[src/rtl/key_filter_pkg.sv]
// Shared definitions for the key_filter debouncer: state encoding, counter
// widths and default timing constants for a 50 MHz system clock.
package key_filter_pkg;

    localparam int unsigned NUM_KEYS_DEF = 4;
    localparam int unsigned CNT_W        = 25;
    localparam int unsigned LCNT_W       = 26;
    localparam int unsigned SYNC_W       = 2;

    // 20 ms debounce window and 1 s long-press time, both minus one
    localparam logic [CNT_W-1:0]  CNT_MAX_DEF  = 25'd999_999;
    localparam logic [LCNT_W-1:0] LONG_MAX_DEF = 26'd49_999_999;

    typedef enum logic [1:0] {
        ST_IDLE         = 2'd0,
        ST_PRESS_FILT   = 2'd1,
        ST_DOWN         = 2'd2,
        ST_RELEASE_FILT = 2'd3
    } key_state_t;

endpackage : key_filter_pkg

[src/rtl/key_debounce_ch.sv]
// One key channel: 2-FF synchroniser, debounce FSM with filter and long-press
// counters, and registered level / press / release / long-press outputs.
module key_debounce_ch
    import key_filter_pkg::*;
#(
    parameter logic [CNT_W-1:0]  CNT_MAX  = CNT_MAX_DEF,
    parameter logic [LCNT_W-1:0] LONG_MAX = LONG_MAX_DEF
)(
    input  logic sys_clk,
    input  logic sys_rst_n,
    input  logic i_key_n,
    output logic o_level,
    output logic o_press,
    output logic o_release,
    output logic o_long
);

    logic [SYNC_W-1:0] r_sync;
    logic              w_key_n;
    key_state_t        r_state;
    logic [CNT_W-1:0]  r_cnt;
    logic [LCNT_W-1:0] r_lcnt;
    logic              r_level;
    logic              r_press;
    logic              r_release;
    logic              r_long;

    // Synchroniser resets to "released" so a key held through reset is a new press
    always_ff @(posedge sys_clk or negedge sys_rst_n) begin
        if (!sys_rst_n) begin
            r_sync <= '1;
        end else begin
            r_sync <= {r_sync[0], i_key_n};
        end
    end

    assign w_key_n = r_sync[SYNC_W-1];

    always_ff @(posedge sys_clk or negedge sys_rst_n) begin
        if (!sys_rst_n) begin
            r_state   <= ST_IDLE;
            r_cnt     <= '0;
            r_lcnt    <= '0;
            r_level   <= 1'b0;
            r_press   <= 1'b0;
            r_release <= 1'b0;
            r_long    <= 1'b0;
        end else begin
            r_press   <= 1'b0;
            r_release <= 1'b0;
            r_long    <= 1'b0;
            case (r_state)
                ST_IDLE: begin
                    if (!w_key_n) begin
                        r_state <= ST_PRESS_FILT;
                        r_cnt   <= '0;
                    end
                end
                ST_PRESS_FILT: begin
                    if (w_key_n) begin
                        r_state <= ST_IDLE;
                    end else if (r_cnt == CNT_MAX) begin
                        r_state <= ST_DOWN;
                        r_press <= 1'b1;
                        r_level <= 1'b1;
                        r_lcnt  <= '0;
                    end else begin
                        r_cnt <= r_cnt + CNT_W'(1);
                    end
                end
                ST_DOWN: begin
                    // Counter parks one past LONG_MAX so the long pulse fires once
                    if (r_lcnt == LONG_MAX) begin
                        r_long <= 1'b1;
                    end
                    if (r_lcnt <= LONG_MAX) begin
                        r_lcnt <= r_lcnt + LCNT_W'(1);
                    end
                    if (w_key_n) begin
                        r_state <= ST_RELEASE_FILT;
                        r_cnt   <= '0;
                    end
                end
                ST_RELEASE_FILT: begin
                    if (!w_key_n) begin
                        r_state <= ST_DOWN;
                    end else if (r_cnt == CNT_MAX) begin
                        r_state   <= ST_IDLE;
                        r_release <= 1'b1;
                        r_level   <= 1'b0;
                        r_lcnt    <= '0;
                    end else begin
                        r_cnt <= r_cnt + CNT_W'(1);
                    end
                end
                default: begin
                    r_state <= ST_IDLE;
                end
            endcase
        end
    end

    assign o_level   = r_level;
    assign o_press   = r_press;
    assign o_release = r_release;
    assign o_long    = r_long;

endmodule : key_debounce_ch

[src/rtl/key_filter.sv]
// Debouncer for NUM_KEYS active-low push-buttons; each key is handled by an
// independent key_debounce_ch instance.
module key_filter
    import key_filter_pkg::*;
#(
    parameter int unsigned       NUM_KEYS = NUM_KEYS_DEF,
    parameter logic [CNT_W-1:0]  CNT_MAX  = CNT_MAX_DEF,
    parameter logic [LCNT_W-1:0] LONG_MAX = LONG_MAX_DEF
)(
    input  logic                sys_clk,
    input  logic                sys_rst_n,
    input  logic [NUM_KEYS-1:0] key_in,
    output logic [NUM_KEYS-1:0] key_level,
    output logic [NUM_KEYS-1:0] press_flag,
    output logic [NUM_KEYS-1:0] release_flag,
    output logic [NUM_KEYS-1:0] long_flag
);

    for (genvar g = 0; g < int'(NUM_KEYS); g++) begin : g_ch
        key_debounce_ch #(
            .CNT_MAX  (CNT_MAX),
            .LONG_MAX (LONG_MAX)
        ) u_ch (
            .sys_clk   (sys_clk),
            .sys_rst_n (sys_rst_n),
            .i_key_n   (key_in[g]),
            .o_level   (key_level[g]),
            .o_press   (press_flag[g]),
            .o_release (release_flag[g]),
            .o_long    (long_flag[g])
        );
    end

endmodule : key_filter

[config.mk]
export PLATFORM = sky130hd
export DESIGN_NAME = key_filter
export DESIGN_NICKNAME = d
export VERILOG_FILES = /design/src/rtl/key_filter_pkg.sv /design/src/rtl/key_debounce_ch.sv /design/src/rtl/key_filter.sv
export SDC_FILE = /design/constraint.sdc
export NUM_CORES = 1
export LEC_CHECK = 0
export CORE_MARGIN = 2
export CORE_UTILIZATION = 25
export DETAILED_ROUTE_END_ITERATION = 6
export PLACE_DENSITY = 0.38
export SLEW_MARGIN = 15
export SYNTH_ARGS = -nofsm -noshare
export SYNTH_HDL_FRONTEND = slang
export SYNTH_SLANG_ARGS = --single-unit
export TNS_END_PERCENT = 20
[constraint.sdc]
create_clock -name sys_clk -period 3.68 [get_ports sys_clk]
set_input_delay 0.736 -clock sys_clk [delete_from_list [all_inputs] [get_ports sys_clk]]
set_output_delay 0.736 -clock sys_clk [all_outputs]
set_load 0.05 [all_outputs]
Word level (Yosys, flattened, before mapping)
Cells that the tools add are included.
{"block": "word_totals", "register_bits": 236, "latch_bits": 0, "ramBits": 0, "rom_bits": 0, "inputBits": 6, "out_inout_bits": 16, "word_cells": 248, "n_memories": 0}
{"block": "op_classes", "add_sub_neg": 8, "mul": 0, "n_div": 0, "magnitude_cmp": 4, "n_eq_ne": 56, "shift": 0, "n_mux": 120, "bitwise": 0, "n_reduce_logical": 28}
{"op": "$mux W25", "n": 20}
{"op": "$mux W26", "n": 16}
{"op": "$pmux W25 S4", "n": 4}
{"op": "$pmux W26 S3", "n": 4}
{"op": "$add A26 B1 Y26 const B", "n": 4}
{"op": "$eq A26 B26 Y1 const B", "n": 4}
{"op": "$le A26 B26 Y1 const B", "n": 4}
{"op": "$add A25 B1 Y25 const B", "n": 4}
{"op": "$eq A25 B20 Y1 const B", "n": 4}
{"op": "$mux W2", "n": 24}
{"op": "$reduce_and A4 Y1", "n": 12}
{"op": "$mux W1", "n": 44}
{"op": "$ne A2 B1 Y1 const B", "n": 20}
{"op": "$pmux W2 S4", "n": 4}
{"op": "$reduce_and A5 Y1", "n": 4}
{"op": "$eq A2 B2 Y1 const B", "n": 8}
{"op": "$ne A2 B2 Y1 const B", "n": 8}
{"op": "$ne A3 B1 Y1 const B", "n": 4}
{"op": "$ne A3 B3 Y1 const B", "n": 4}
{"op": "$reduce_bool A3 Y1", "n": 4}
{"op": "$eq A2 B1 Y1 const B", "n": 4}
{"op": "$logic_not A2 Y1", "n": 4}
{"op": "$pmux W1 S2", "n": 4}
{"op": "$reduce_bool A2 Y1", "n": 4}

Depth between registers and ports, before layout
{"block": "depth", "depth_word": 4, "mapped_depth": 10, "ltp_nobuf": 8}

Hierarchy
A second synthesis with hierarchy kept.
{"block": "unflattened", "hier_cells": 1395, "hier_area_um2": 12776.0}
{"module": "key_debounce_ch at g_ch[0].u_ch ...", "n_inst": 2, "cells_each": 355, "area_each_um2": 3156.8, "seq_area_each_um2": 1478.9}
{"module": "key_debounce_ch at g_ch[2].u_ch", "n_inst": 1, "cells_each": 334, "area_each_um2": 3245.6, "seq_area_each_um2": 1478.9}
{"module": "key_debounce_ch at g_ch[3].u_ch", "n_inst": 1, "cells_each": 351, "area_each_um2": 3216.8, "seq_area_each_um2": 1478.9}

Least setup slack after synthesis
Ideal clock, no wire load.
{"block": "synth_path", "path_type": "register to register", "startpoint": "register g_ch[0].u_ch.r_cnt[0]", "endpoint": "register g_ch[0].u_ch.r_lcnt[8]", "setup_time_ns": 0.144, "arrival_time_ns": 2.200, "t_required_ns": 3.536, "slack_ns": 1.336, "path_stages_with_launch": 11, "path_buffers": 3, "synth_period_minus_slack_ns": 2.344, "cell_sequence": "dfrtp_1 -> ha_1 -> and3_1 -> clkbuf_1 -> nand2_1 -> nor4_4 -> a21oi_2 -> clkbuf_1 -> clkbuf_1 -> o21ai_0 -> a21oi_1"}
{"block": "synth_via", "elab_chain_cells": 4, "elab_cells_between_ends": 5, "classes_between": "eq/ne: 1; mux: 4"}
{"element": "start, declared", "line": "key_debounce_ch.sv:21", "text": "logic [CNT_W-1:0] r_cnt;"}
{"element": "start signal, assigned", "line": "key_debounce_ch.sv:68", "text": "r_cnt <= r_cnt + CNT_W'(1);"}
{"element": "start signal, assigned", "line": "key_debounce_ch.sv:93", "text": "r_cnt <= r_cnt + CNT_W'(1);"}
{"element": "$eq A25 B20 Y1 (*)", "line": "key_debounce_ch.sv:62, key_debounce_ch.sv:87"}
{"element": "$mux W26 (*)"}
{"element": "$mux W26, on equally long branches"}
{"element": "$pmux W26 S3 (*)"}
{"element": "end signal, assigned", "line": "key_debounce_ch.sv:77", "text": "r_lcnt <= r_lcnt + LCNT_W'(1);"}
{"element": "end, declared", "line": "key_debounce_ch.sv:22", "text": "logic [LCNT_W-1:0] r_lcnt;"}
Every way passes the cells marked *; elsewhere a longest branch is shown, timed or not. The select of a mux whose other input is x is not followed.
A chain may end at the register's enable or synchronous reset.

Worst setup path after layout
{"block": "layout_path", "startpoint": "register g_ch[3].u_ch.r_cnt[0]", "endpoint": "register g_ch[3].u_ch.r_lcnt[0]"}
{"block": "layout_via", "elab_chain_cells": 4, "elab_cells_between_ends": 5, "classes_between": "eq/ne: 1; mux: 4"}
{"element": "start, declared", "line": "key_debounce_ch.sv:21"}
{"element": "start signal, assigned", "line": "key_debounce_ch.sv:68"}
{"element": "start signal, assigned", "line": "key_debounce_ch.sv:93"}
{"element": "$eq A25 B20 Y1 (*)", "line": "key_debounce_ch.sv:62, key_debounce_ch.sv:87"}
{"element": "$mux W26 (*)"}
{"element": "$mux W26, on equally long branches"}
{"element": "$pmux W26 S3 (*)"}
{"element": "end signal, assigned", "line": "key_debounce_ch.sv:77"}
{"element": "end, declared", "line": "key_debounce_ch.sv:22"}
Marks and branches as above.

==> flow_results.org <==
** Setup path
- For the worst flop-to-flop path, the logic depth is 6.
- Among cell families on the critical path, the largest total delay comes from simple AND/OR/NAND/NOR gates.
- The critical path runs through a total of 6 cells.
- Maximum fanout along the worst path :: 12
- The critical path starts at g_ch[3].u_ch.r_cnt[0].
- Critical Path Max Stage Delay :: between 0.9 and 1 ns
- Launching element type of the critical path :: flip-flop
- Reg-to-reg slack, setup :: 0.75 ns
- The worst setup path is captured at a flip-flop.
- Data arrival time at the worst-slack endpoint :: 3.36 ns
- Required arrival time at the worst endpoint :: about 4.1 ns
- Counting stages on the worst path, the most repeated cell is sky130_fd_sc_hd__nand3_1.
- Walking the worst path, the cells encountered are ha_1, nand3_1, nor4_1, nand3_1, nand2_1, mux2i_1.
- The number of buffers and inverters on the critical path is 0.
- Startpoint of the worst register-to-register path :: g_ch[3].u_ch.r_cnt[0]
- On the critical path, the stage with the largest delay is an instance of sky130_fd_sc_hd__nor4_1.
- The setup path with the least slack is of type reg2reg.
- The worst register-to-register path ends at g_ch[3].u_ch.r_lcnt[0].

** Global routing
- Global routing used between 10% and 20% of the available met2 tracks.
- Largest net degree at the start of global routing :: 67
- Global routing used a little under an eighth of the available tracks across all layers.
- For this run the aggregate overflow at the end of global routing stands at 0.
- Global routing consumed, on the met1 layer, between 15 and 20% of the routing resources.
- The number of global-route vias before repair came to 9818.
- For this run, global-route usage on met3 was measured as 1.82%.
- The layer flagged by global routing as most heavily used is met2.
- First-pass GRT wire length :: around 52 mm
- Number of antenna violations at the first check in global routing :: 0

** Route
- Total number of vias :: just under 10000
- DRC violations left :: 0
- Dividing the detail-routed wire length by the instance count gives about 15 um.
- The first detailed-routing pass took 5 iterations.
- Remaining antenna violation count :: 0
- The final layout contains routed wiring with a total length of around 30 mm.
- Detailed router's first-iteration violation count :: approximately 760
- Vias/cell :: roughly 4.9

** Cells and area
- The final layout contains around 1400 nets.
- Number of antenna diodes :: 0
- The area growth from synthesis to layout is 15.6%.
- Leaving out fill and tap cells, the most frequent cell in the layout is sky130_fd_sc_hd__dfrtp_1.
- Non-Filler Instances :: roughly 2000
- Finished layout cell area :: 0.0144 sq mm
- In the layout the commonest cells are sky130_fd_sc_hd__dfrtp_1, sky130_fd_sc_hd__nor2_1, sky130_fd_sc_hd__nand2_1.
- Area occupied by registers :: between 0.005 and 0.006 sq mm
- Footprint of the multi-input gates :: 0.00610 sq mm
- Cells with a size suffix above 1 make up approximately 7.8% of the layout.
- Fill cell instance count of the final layout :: a little over 5000

** STA
- Worst-case setup margin in the final layout :: about 0.75 ns
- Slew at the pin closest to its max-slew limit :: approximately 1.1 ns
- Final Hold Fails :: 0
- For the final routed database, the setup TNS stands at 0 ns.
- Total of endpoints with negative setup slack in the final report :: 0
- Final critical-path share of the clock period :: 79.7%
- The worst path needs ~2.9 ns of the cycle, external delays included.
- Final worst clock skew :: 0.0127 ns
- The max-slew violation total from the final report is 0.
- Rel. slew slack :: 29.7%
- Setup repair after global routing missed its margin :: false
- Based on the critical path, the design can be clocked at up to 0.341 GHz.

** Placement
- The count of buffers added on input and output ports is 21.
- At the end of routability-driven placement, the weighted congestion stood at 0.731.
- At the placement stage, the worst setup path has a slack of 0.698 ns.
- Counting tap cells, the placed design contains a total of 1994 instances.
- Summed over all nets, the half-perimeter wirelength after detailed placement is 19.7 mm.
- Total placed instance area :: 0.0134 sq mm

** Synthesis
- In this run the cell area of the synthesized design comes to approximately 0.012 sq mm.
- The most used flip-flop cell after synthesis is sky130_fd_sc_hd__dfrtp_1.
- Share of synthesized registers carrying an async set or reset :: 100%
- Post-synthesis area per instance :: 9.20 sq um
- Yosys mapped a number of flops with a built-in enable equal to 0.
- For this run, the number of Yosys warnings is 0.
- Distinct cell type count of the synthesized netlist :: slightly below 80
- Synthesis handed over a netlist of 1354 instances.
- Flip-flop and latch count after synthesis :: 236
- Part of the Yosys area used for sequential elements :: roughly 47%
- Top area cells in the synthesized netlist :: sky130_fd_sc_hd__dfrtp_1, sky130_fd_sc_hd__nor2_1, sky130_fd_sc_hd__nand2_1
- Cell accounting for the most synthesized area :: sky130_fd_sc_hd__dfrtp_1
- Fraction of synthesized cell area taken by the top area cell type :: roughly 46%
- Synthesis produced a netlist with a net count of 1368.

** Clock network
- CTS tree :: done
- Worst-skew pair later-pin latency :: 0.57 ns
- Buffer type at the clock tree root :: sky130_fd_sc_hd__clkbuf_16
- The tree built by TritonCTS fans out to approximately 240 sinks.
- After clock tree synthesis, the clock-pin slew on the worst setup and hold paths is about 0.06 ns.
- Post-cts sizing count :: 0
- The number of setup buffers added after CTS is 0.
- H-Tree Depth :: 1
- Clk buf depth :: 3
- Number of buffers added by the clock tree synthesis step :: 30
- Hold repair after CTS inserted 0 buffers.

** Floorplan
- The region available for standard cell placement spans just under 0.05 sq mm.
- Starting density of the core :: approximately a quarter
- In this run the vertical extent of the chip is around 230 um.
- IO Count :: 22
- The floorplan step set the die width to about 230 um.
- The initialized floorplan defines between 80 and 90 standard-cell rows.
- Floorplan die area :: slightly above 0.05 sq mm

** Power
- In this run the power density over the cells is 405 mW/mm^2.
- Clock share of power :: ~52%
- For this design the static power due to leakage is 5.89 nW.
- Sequential Power Share :: 45.5%
- In this run, the combinational gates consume 2.6% of the power.
- Internal power comes to between 4 and 5 mW.
- Reported net switching power :: ~1.3 mW
- In this run switching power makes up about 23% of total power.
- Across the VDD grid, the largest voltage drop is 0.303 mV.

** Hold path
- Class of the most critical hold timing path :: in2async

** Run
- Max-cap violations :: 0

** Status
- Outcome :: finished, final reports clean
[metal layers]
metal,wire (um),share of wire (%)
met1,15300,51
met2,13400,44
met3,858,2.8
met4,647,2.1
met5,0,0
[flip-flops by register name (all words and copies together), names as in the netlist, named ones only]
name                 cells
g_ch.u_ch.o_long         4
g_ch.u_ch.o_release      4
g_ch.u_ch.r_state        4
g_ch.u_ch.r_cnt        100
g_ch.u_ch.o_press        4
g_ch.u_ch.o_level        4
g_ch.u_ch.r_sync         8
g_ch.u_ch.r_lcnt       104
[power groups by stage]
stage | logic (mW) | clock network (mW) | registers [mW]
finish | 0.151 | 3.03 | 2.66
global route | 0.178 | 3.27 | 2.66
CTS | 0.160 | 3.15 | 2.65
global placement | 0.160 | 0 | 2.70
floorplan | 0.0706 | 0 | 2.69
detailed placement | 0.159 | 0 | 2.70
[cell usage after synthesis, types with 3 or more instances]
library cell,count
sky130_fd_sc_hd__dfrtp_1,228
sky130_fd_sc_hd__nor2_1,151
sky130_fd_sc_hd__nand2_1,133
sky130_fd_sc_hd__o21ai_0,83
sky130_fd_sc_hd__nand3_1,73
sky130_fd_sc_hd__nand4_1,67
sky130_fd_sc_hd__xor2_1,57
sky130_fd_sc_hd__a21oi_1,49
sky130_fd_sc_hd__and3_1,44
sky130_fd_sc_hd__clkbuf_1,44
sky130_fd_sc_hd__xnor2_1,43
sky130_fd_sc_hd__nor3_1,37
sky130_fd_sc_hd__nor4_1,35
sky130_fd_sc_hd__inv_1,29
sky130_fd_sc_hd__or3_1,27
sky130_fd_sc_hd__or4_1,24
sky130_fd_sc_hd__o31ai_1,22
sky130_fd_sc_hd__and4_1,18
sky130_fd_sc_hd__buf_4,16
sky130_fd_sc_hd__and2_1,15
sky130_fd_sc_hd__nor4b_1,12
sky130_fd_sc_hd__nand2b_1,11
sky130_fd_sc_hd__o211ai_1,10
sky130_fd_sc_hd__a31oi_1,9
sky130_fd_sc_hd__dfstp_2,8
sky130_fd_sc_hd__ha_1,8
sky130_fd_sc_hd__mux2i_1,8
sky130_fd_sc_hd__buf_2,7
sky130_fd_sc_hd__a21o_1,6
sky130_fd_sc_hd__o22a_1,5
sky130_fd_sc_hd__or2_2,5
sky130_fd_sc_hd__a22o_1,3
sky130_fd_sc_hd__a41oi_1,3
sky130_fd_sc_hd__nor2b_1,3
sky130_fd_sc_hd__o2111ai_1,3
sky130_fd_sc_hd__o21ai_1,3
sky130_fd_sc_hd__o41ai_1,3
[final cells by class]
class / count / share of cell area (%)
sequential: 236 / 41.1
inverter: 30 / 0.782
tap: 664 / 5.77
clock buffer: 43 / 6.05
multi-input combinational: 1018 / 42.4
clock inverter: 13 / 0.990
timing repair buffer: 46 / 2.97
[worst max path at each step]
| stage | to | slack (ns) |
|---|---|---|
| 2_1_floorplan | g_ch[0].u_ch.r_lcnt[8] | 1.34 |
| 3_3_place_gp | g_ch[3].u_ch.r_lcnt[5] | 0.72 |
| 3_5_place_dp | g_ch[3].u_ch.r_lcnt[6] | 0.70 |
| 4_1_cts | g_ch[3].u_ch.r_lcnt[0] | 0.73 |
| 5_1_grt | g_ch[1].u_ch.r_lcnt[24] | 0.45 |
| 6_report | g_ch[3].u_ch.r_lcnt[0] | 0.75 |
[kinds of logic (layout without fill, tap and decap cells)]
group           Yosys count  after routing  share of synthesized area (%)
buf+inv                 100            132                           3.63
xor+xnor                100            100                           7.03
flops                   236            236                           47.5
compound gates          224            224                           11.4
simple gates            677            677                           29.0
mux                       9              9                          0.733
fa+ha+maj                 8              8                          0.803
[per-stage QoR]
step	util (%)	power [mW]	hold slack, ns
6_report	29.4	5.83	0.129
5_1_grt	29.4	6.10	0.158
4_1_cts	29.4	5.97	0.131
3_5_place_dp	27.3	2.86	0.347
3_3_place_gp	27.3	2.86	0.346
2_1_floorplan	-	2.76	0.345
(Power assumes the default switching activity.)
